--- src/rtl/vmicro16_uart_pkg.sv ---
// Shared UART definitions: FSM state encoding and bit-timing helpers.
package vmicro16_uart_pkg;

  typedef enum logic [1:0] {
    StIdle  = 2'd0,
    StStart = 2'd1,
    StData  = 2'd2,
    StStop  = 2'd3
  } uart_state_e;

  // Whole system clocks per serial bit (truncating division).
  function automatic int unsigned uart_clks_per_bit(input int unsigned clk_hz,
                                                    input int unsigned baud);
    return clk_hz / baud;
  endfunction

  // Clocks from a start-bit falling edge to the middle of the start bit.
  function automatic int unsigned uart_half_bit(input int unsigned clk_hz,
                                                input int unsigned baud);
    return uart_clks_per_bit(clk_hz, baud) / 2;
  endfunction

endpackage

--- src/rtl/vmicro16_uart_rx_fifo.sv ---
// Show-ahead byte FIFO for the UART receiver. Pointers carry one extra wrap bit
// so full and empty are distinguished without a separate counter.
module vmicro16_uart_rx_fifo
  import vmicro16_uart_pkg::*;
#(
  parameter int unsigned Depth = 4
) (
  input  logic       i_clk,
  input  logic       i_rst_n,
  input  logic       i_push,
  input  logic [7:0] i_data,
  input  logic       i_pop,
  output logic [7:0] o_data,
  output logic       o_valid,
  output logic       o_full,
  output logic       o_overflow
);

  localparam int unsigned AddrW = $clog2(Depth);

  logic [AddrW:0] r_wr_ptr;
  logic [AddrW:0] r_rd_ptr;
  logic [7:0]     r_mem [Depth];

  logic w_empty;
  logic w_full;
  logic w_do_push;
  logic w_do_pop;

  assign w_empty = (r_wr_ptr == r_rd_ptr);
  assign w_full  = (r_wr_ptr[AddrW] != r_rd_ptr[AddrW]) &&
                   (r_wr_ptr[AddrW-1:0] == r_rd_ptr[AddrW-1:0]);

  // A pop on an empty FIFO is ignored; a pop frees the slot a same-cycle push needs.
  assign w_do_pop   = i_pop & ~w_empty;
  assign w_do_push  = i_push & (~w_full | w_do_pop);
  assign o_overflow = i_push & w_full & ~w_do_pop;

  assign o_valid = ~w_empty;
  assign o_full  = w_full;
  // Head is forced to zero while empty so the output has a defined reset value.
  assign o_data  = w_empty ? 8'h00 : r_mem[r_rd_ptr[AddrW-1:0]];

  // Pointer state, wrapping modulo 2*Depth.
  always_ff @(posedge i_clk or negedge i_rst_n) begin
    if (!i_rst_n) begin
      r_wr_ptr <= '0;
      r_rd_ptr <= '0;
    end else begin
      if (w_do_push) r_wr_ptr <= r_wr_ptr + 1'b1;
      if (w_do_pop)  r_rd_ptr <= r_rd_ptr + 1'b1;
    end
  end

  // Storage array; contents are only observable through the pointers.
  always_ff @(posedge i_clk) begin
    if (w_do_push) r_mem[r_wr_ptr[AddrW-1:0]] <= i_data;
  end

endmodule

--- src/rtl/vmicro16_uart_rx.sv ---
// 8N1 UART receiver: input synchronizer, mid-bit sampling FSM and a receive FIFO.
module vmicro16_uart_rx
  import vmicro16_uart_pkg::*;
#(
  parameter int unsigned CLK_HZ     = 50000000,
  parameter int unsigned BAUD       = 115200,
  parameter int unsigned FIFO_DEPTH = 4
) (
  input  logic       clk,
  input  logic       reset,
  input  logic       rxd,
  output logic [7:0] rx_data,
  output logic       rx_valid,
  input  logic       rx_ready,
  output logic       frame_err,
  output logic       overrun,
  input  logic       clr_err,
  output logic       busy
);

  localparam int unsigned ClksPerBit = uart_clks_per_bit(CLK_HZ, BAUD);
  localparam int unsigned HalfBit    = uart_half_bit(CLK_HZ, BAUD);
  localparam int unsigned CntW       = (ClksPerBit > 1) ? $clog2(ClksPerBit) : 1;
  localparam logic [CntW-1:0] CntBitLast  = CntW'(ClksPerBit - 1);
  localparam logic [CntW-1:0] CntHalfLast = CntW'(HalfBit - 1);

  logic [1:0]      r_sync;
  logic            r_rxd_q;
  uart_state_e     r_state;
  logic [CntW-1:0] r_cnt;
  logic [2:0]      r_idx;
  logic [7:0]      r_shift;
  logic            r_frame_err;
  logic            r_overrun;

  uart_state_e     w_state_d;
  logic [CntW-1:0] w_cnt_d;
  logic [2:0]      w_idx_d;
  logic [7:0]      w_shift_d;
  logic            w_frame_err_d;
  logic            w_push;
  logic            w_overflow;
  logic            w_fifo_full;
  logic            w_rxd_s;

  assign w_rxd_s = r_sync[1];

  // Two-flop synchronizer plus one history flop for start-edge detection.
  always_ff @(posedge clk or negedge reset) begin
    if (!reset) begin
      r_sync  <= 2'b11;
      r_rxd_q <= 1'b1;
    end else begin
      r_sync  <= {r_sync[0], rxd};
      r_rxd_q <= w_rxd_s;
    end
  end

  // Receiver FSM and datapath registers.
  always_ff @(posedge clk or negedge reset) begin
    if (!reset) begin
      r_state     <= StIdle;
      r_cnt       <= '0;
      r_idx       <= '0;
      r_shift     <= '0;
      r_frame_err <= 1'b0;
    end else begin
      r_state     <= w_state_d;
      r_cnt       <= w_cnt_d;
      r_idx       <= w_idx_d;
      r_shift     <= w_shift_d;
      r_frame_err <= w_frame_err_d;
    end
  end

  // Next-state logic: sample mid start bit, then every full bit period after it.
  always_comb begin
    w_state_d     = r_state;
    w_cnt_d       = r_cnt;
    w_idx_d       = r_idx;
    w_shift_d     = r_shift;
    w_frame_err_d = 1'b0;
    w_push        = 1'b0;
    case (r_state)
      StIdle: begin
        // Edge, not level: a line stuck low must not start frame after frame.
        if (r_rxd_q && !w_rxd_s) begin
          w_state_d = StStart;
          w_cnt_d   = '0;
        end
      end
      StStart: begin
        if (r_cnt == CntHalfLast) begin
          if (!w_rxd_s) begin
            w_state_d = StData;
            w_cnt_d   = '0;
            w_idx_d   = '0;
          end else begin
            w_state_d = StIdle;
          end
        end else begin
          w_cnt_d = r_cnt + 1'b1;
        end
      end
      StData: begin
        if (r_cnt == CntBitLast) begin
          w_shift_d[r_idx] = w_rxd_s;
          w_cnt_d          = '0;
          w_idx_d          = r_idx + 1'b1;
          if (r_idx == 3'd7) w_state_d = StStop;
        end else begin
          w_cnt_d = r_cnt + 1'b1;
        end
      end
      StStop: begin
        if (r_cnt == CntBitLast) begin
          w_cnt_d   = '0;
          w_state_d = StIdle;
          if (w_rxd_s) w_push        = 1'b1;
          else         w_frame_err_d = 1'b1;
        end else begin
          w_cnt_d = r_cnt + 1'b1;
        end
      end
      default: w_state_d = StIdle;
    endcase
  end

  // Sticky overrun; a new drop in the same cycle as a clear keeps it set.
  always_ff @(posedge clk or negedge reset) begin
    if (!reset) begin
      r_overrun <= 1'b0;
    end else if (w_overflow) begin
      r_overrun <= 1'b1;
    end else if (clr_err) begin
      r_overrun <= 1'b0;
    end
  end

  vmicro16_uart_rx_fifo #(
    .Depth (FIFO_DEPTH)
  ) u_fifo (
    .i_clk      (clk),
    .i_rst_n    (reset),
    .i_push     (w_push),
    .i_data     (r_shift),
    .i_pop      (rx_ready),
    .o_data     (rx_data),
    .o_valid    (rx_valid),
    .o_full     (w_fifo_full),
    .o_overflow (w_overflow)
  );

  assign frame_err = r_frame_err;
  assign overrun   = r_overrun;
  assign busy      = (r_state != StIdle);

endmodule

--- config.mk ---
export PLATFORM = sky130hd
export DESIGN_NAME = vmicro16_uart_rx
export DESIGN_NICKNAME = d
export VERILOG_FILES = /design/src/rtl/vmicro16_uart_pkg.sv /design/src/rtl/vmicro16_uart_rx_fifo.sv /design/src/rtl/vmicro16_uart_rx.sv
export SDC_FILE = /design/constraint.sdc
export NUM_CORES = 1
export LEC_CHECK = 0
export ABC_AREA = 1
export ABC_CLOCK_PERIOD_IN_PS = 2400
export BUFFER_PORTS_ARGS = -buffer_cell sky130_fd_sc_hd__buf_2
export CORE_MARGIN = 2
export CORE_UTILIZATION = 55
export CTS_CLUSTER_SIZE = 16
export DETAILED_ROUTE_END_ITERATION = 8
export GPL_TIMING_DRIVEN = 0
export PLACE_DENSITY = 0.73
export SLEW_MARGIN = 20
export SYNTH_ARGS = -nofsm -noshare
export SYNTH_HDL_FRONTEND = slang
export SYNTH_SLANG_ARGS = --single-unit
export TNS_END_PERCENT = 50
--- constraint.sdc ---
create_clock -name clk -period 2.4 [get_ports clk]
set_clock_uncertainty 0.2 [all_clocks]
set_input_delay 0.12 -clock clk [delete_from_list [all_inputs] [get_ports clk]]
set_output_delay 0.12 -clock clk [all_outputs]
set_load 0.005 [all_outputs]
==> results_dict.tcl <==
set metrics [dict create \
    synth_seq_cells 65 \
    design.die.area_mm2 0.00640 \
    hp-start "r_sync[0]" \
    grt_start_max_net_pins 34 \
    p_int_mw 2.13 \
    max_slew_margin_pct 51.4 \
    routed_wl_um 6240 \
    io_pins 17 \
    hold_class "reg -> reg" \
    use_met2_pct 37.5 \
    min_period_ns 2.37 \
    cp.required_ns 2.19 \
    clk_path_buf_depth 2 \
    antenna_left 0 \
    power.density_mw_per_mm2 940 \
    p_leak_nw 1.74 \
    power_frac_clock_pct 26.8 \
    drt_iter0_drc 167 \
    rsz0062_at_grt "true" \
    fin_cells 451 \
    post_cts_buffers 0 \
    cts_tree "built" \
    synth_nets 357 \
    p_switching_mw 1.26 \
    grt_overflow 0 \
    yosys_warnings 0 \
    worstSkewPairLatency_ns 0.34 \
    slew_viol_final 0 \
    area.sequential_mm2 0.00179 \
    layout-drive-gt1-share_pct 16.6 \
    layout.nets 389 \
    nFillCells 465 \
    ys_top_cells_by_area "edfxtp_1 (30%), dfrtp_1 (24%), nand2_1 (9.0%)" \
    rr_worst_depth 8 \
    pwr-share-comb_pct 34.3 \
    drv_cap 0 \
    wl_per_cell_um 13.8 \
    viasPerCell 5.32 \
    gp_congestion 0.845 \
    yosysUniqueCellTypes 27 \
    critical_path_arrival_ns 2.16 \
    vias 2401 \
    syn_inst 342 \
    switching_share_pct 37.2 \
    first_global_vias 2341 \
    endpoint "u_fifo.r_mem[3][0]" \
    cts_sinks 65 \
    period_share_pct 98.7 \
    die_h_um 80.0 \
    grt_util_all_layers_pct 22.4 \
    gr-max-usage-layer "met2" \
    cp-startpoint "r_cnt[1]" \
    firstDrtPassIters 4 \
    coreArea_mm2 0.00554 \
    status "complete, no violations" \
    power_mw 3.39 \
    netlist_area_mm2 0.00318 \
    grt_first_pass_wirelength_um 10500 \
    rows 27 \
    h-tree-depth 3 \
    syn_to_final_growth_pct 13.5 \
    numCtsBuffers 9 \
    use_met3_pct 6.79 \
    tightestPinTransition_ns 0.730 \
    worst-path-max-fanout 8 \
    initial_core_util_pct 57.4 \
    avgSynthCellArea_um2 9.30 \
    grt_util_met1_pct 26.0 \
    finalSetupViolCount 0 \
    n_antenna_cell 0 \
    dp_cells 430 \
    worst_setup_path_start_kind "register" \
    synth_top_cell_by_area "edfxtp_1" \
    fin_area_mm2 0.00361 \
    drc_errors 0 \
    multiInputGateArea_mm2 0.00120 \
    reg2reg_from "r_cnt[1]" \
    root_buffer "clkbuf_8" \
    clkSlewWorstSetupHoldPaths_ns 0.07 \
    pwr-share-seq_pct 38.9 \
    fmax_mhz 422 \
    final_common_cell "nand2_1" \
    cp-end-kind "register" \
    hold_viol_final 0 \
    placedInstanceArea_mm2 0.00335 \
    layout.cells.most_common_list "nand2_1 (76), inv_1 (41), edfxtp_1 (32)" \
    critPathKind "reg -> reg" \
    peakVddDrop_uv 606 \
    die_w_um 80.0 \
    antenna_found_initial 0 \
    rrSetupSlack_ns 0.03 \
    r2r_end "u_fifo.r_mem[3][0]" \
    dp_hpwl_um 4090 \
    port_buffers 16 \
    synth_top_area_share_pct 30.2 \
    synth_seq_area_share_pct 56.3 \
]
[final cells by class]
class / count / share of cell area [%]
timing repair buffer: 21 / 3.61
clock inverter: 7 / 1.98
tap: 72 / 2.50
multi-input combinational: 224 / 33.1
buffer: 8 / 1.04
sequential: 65 / 49.6
clock buffer: 9 / 3.43
inverter: 45 / 4.68
[cells in the mapped netlist, drive strengths merged]
cell     n
a21oi    1
buf      6
clkbuf   2
dfrtp   30
dfstp    3
edfxtp  32
ha      10
inv     45
nand2   81
nand3   31
nand4   15
nor2    37
nor3     3
o21ai   29
o22ai    8
o31ai    1
xnor2    2
xor2     6
[how the worst min path moves through the flow]
stage	slack [ns]	to	depth (start not counted)
after global placement	0.02	r_cnt[1]	1
after detailed placement	0.03	r_cnt[1]	1
after global routing	0.17	r_sync[1]	0
after floorplan	-0.38	asynchronous set/reset pin	0
final	0.16	r_sync[1]	0
after CTS	0.16	r_sync[1]	0
[routing by layer]
| layer | up-vias | part of all wire, % |
|---|---|---|
| li1 | 1202 | - |
| met1 | 1126 | 43 |
| met2 | 66 | 51 |
| met3 | 7 | 5.3 |
| met4 | 0 | 1.1 |
| met5 | - | 0 |
[cells by family (layout without fill, tap and decap cells)]
family,Yosys count,count (layout),synth area share (%)
AO/OA/AOI/OAI,39,39,6.89
XOR/XNOR,8,8,2.20
adder cells (fa/ha/maj),10,10,3.94
buffers and inverters,53,90,6.49
flip-flops,65,65,56.3
AND/OR/NAND/NOR,167,167,24.2
[per-stage QoR]
stage / util [%] / TNS (ns) / hold WS [ns] / worst slack (ns)
5_1_grt: 65.1 / -2.92 / 0.166 / -0.114
3_5_place_dp: 60.5 / -4.51 / 0.0267 / -0.182
6_report: 65.1 / 0 / 0.162 / 0.0300
4_1_cts: 65.1 / -0.000845 / 0.164 / -0.000554
3_3_place_gp: 60.5 / -3.46 / 0.0219 / -0.145
2_1_floorplan: - / 0 / -0.376 / 0.276
[registers in the layout, indices dropped and copies added, names as in the netlist, named ones only]
| signal | flops |
|---|---|
| r_state | 1 |
| u_fifo.r_rd_ptr | 3 |
| r_cnt | 9 |
| r_shift | 8 |
| u_fifo.r_mem | 32 |
| u_fifo.r_wr_ptr | 3 |
| r_idx | 3 |
| r_sync | 2 |
| overrun | 1 |
| frame_err | 1 |
| r_rxd_q | 1 |
[critical path, cell delays in order (launching register included)]
cell	delay [ns]
dfrtp_1	0.40
inv_1	0.10
ha_1	0.20
nand2_1	0.07
nor2_2	0.13
nand2_4	0.11
nor3_4	0.21
nand2_2	0.17
nor2_2	0.42
[repair_timing]
item / 4_1_cts / 5_1_grt
hold endpoints to repair: 35 / 0
endpoints found under the setup margin: 32 / 40
gates resized for setup: 4 / 1
hold buffers: 5 / 0
[power by group through the flow]
stage          clock network, mW  registers [mW]  logic, mW
2_1_floorplan                  0            1.32      0.813
3_5_place_dp                   0            1.34       1.14
4_1_cts                    0.921            1.32       1.15
3_3_place_gp                   0            1.34       1.11
5_1_grt                    0.970            1.33       1.32
6_report                   0.909            1.32       1.16
Power figures use the tool's default switching activity.
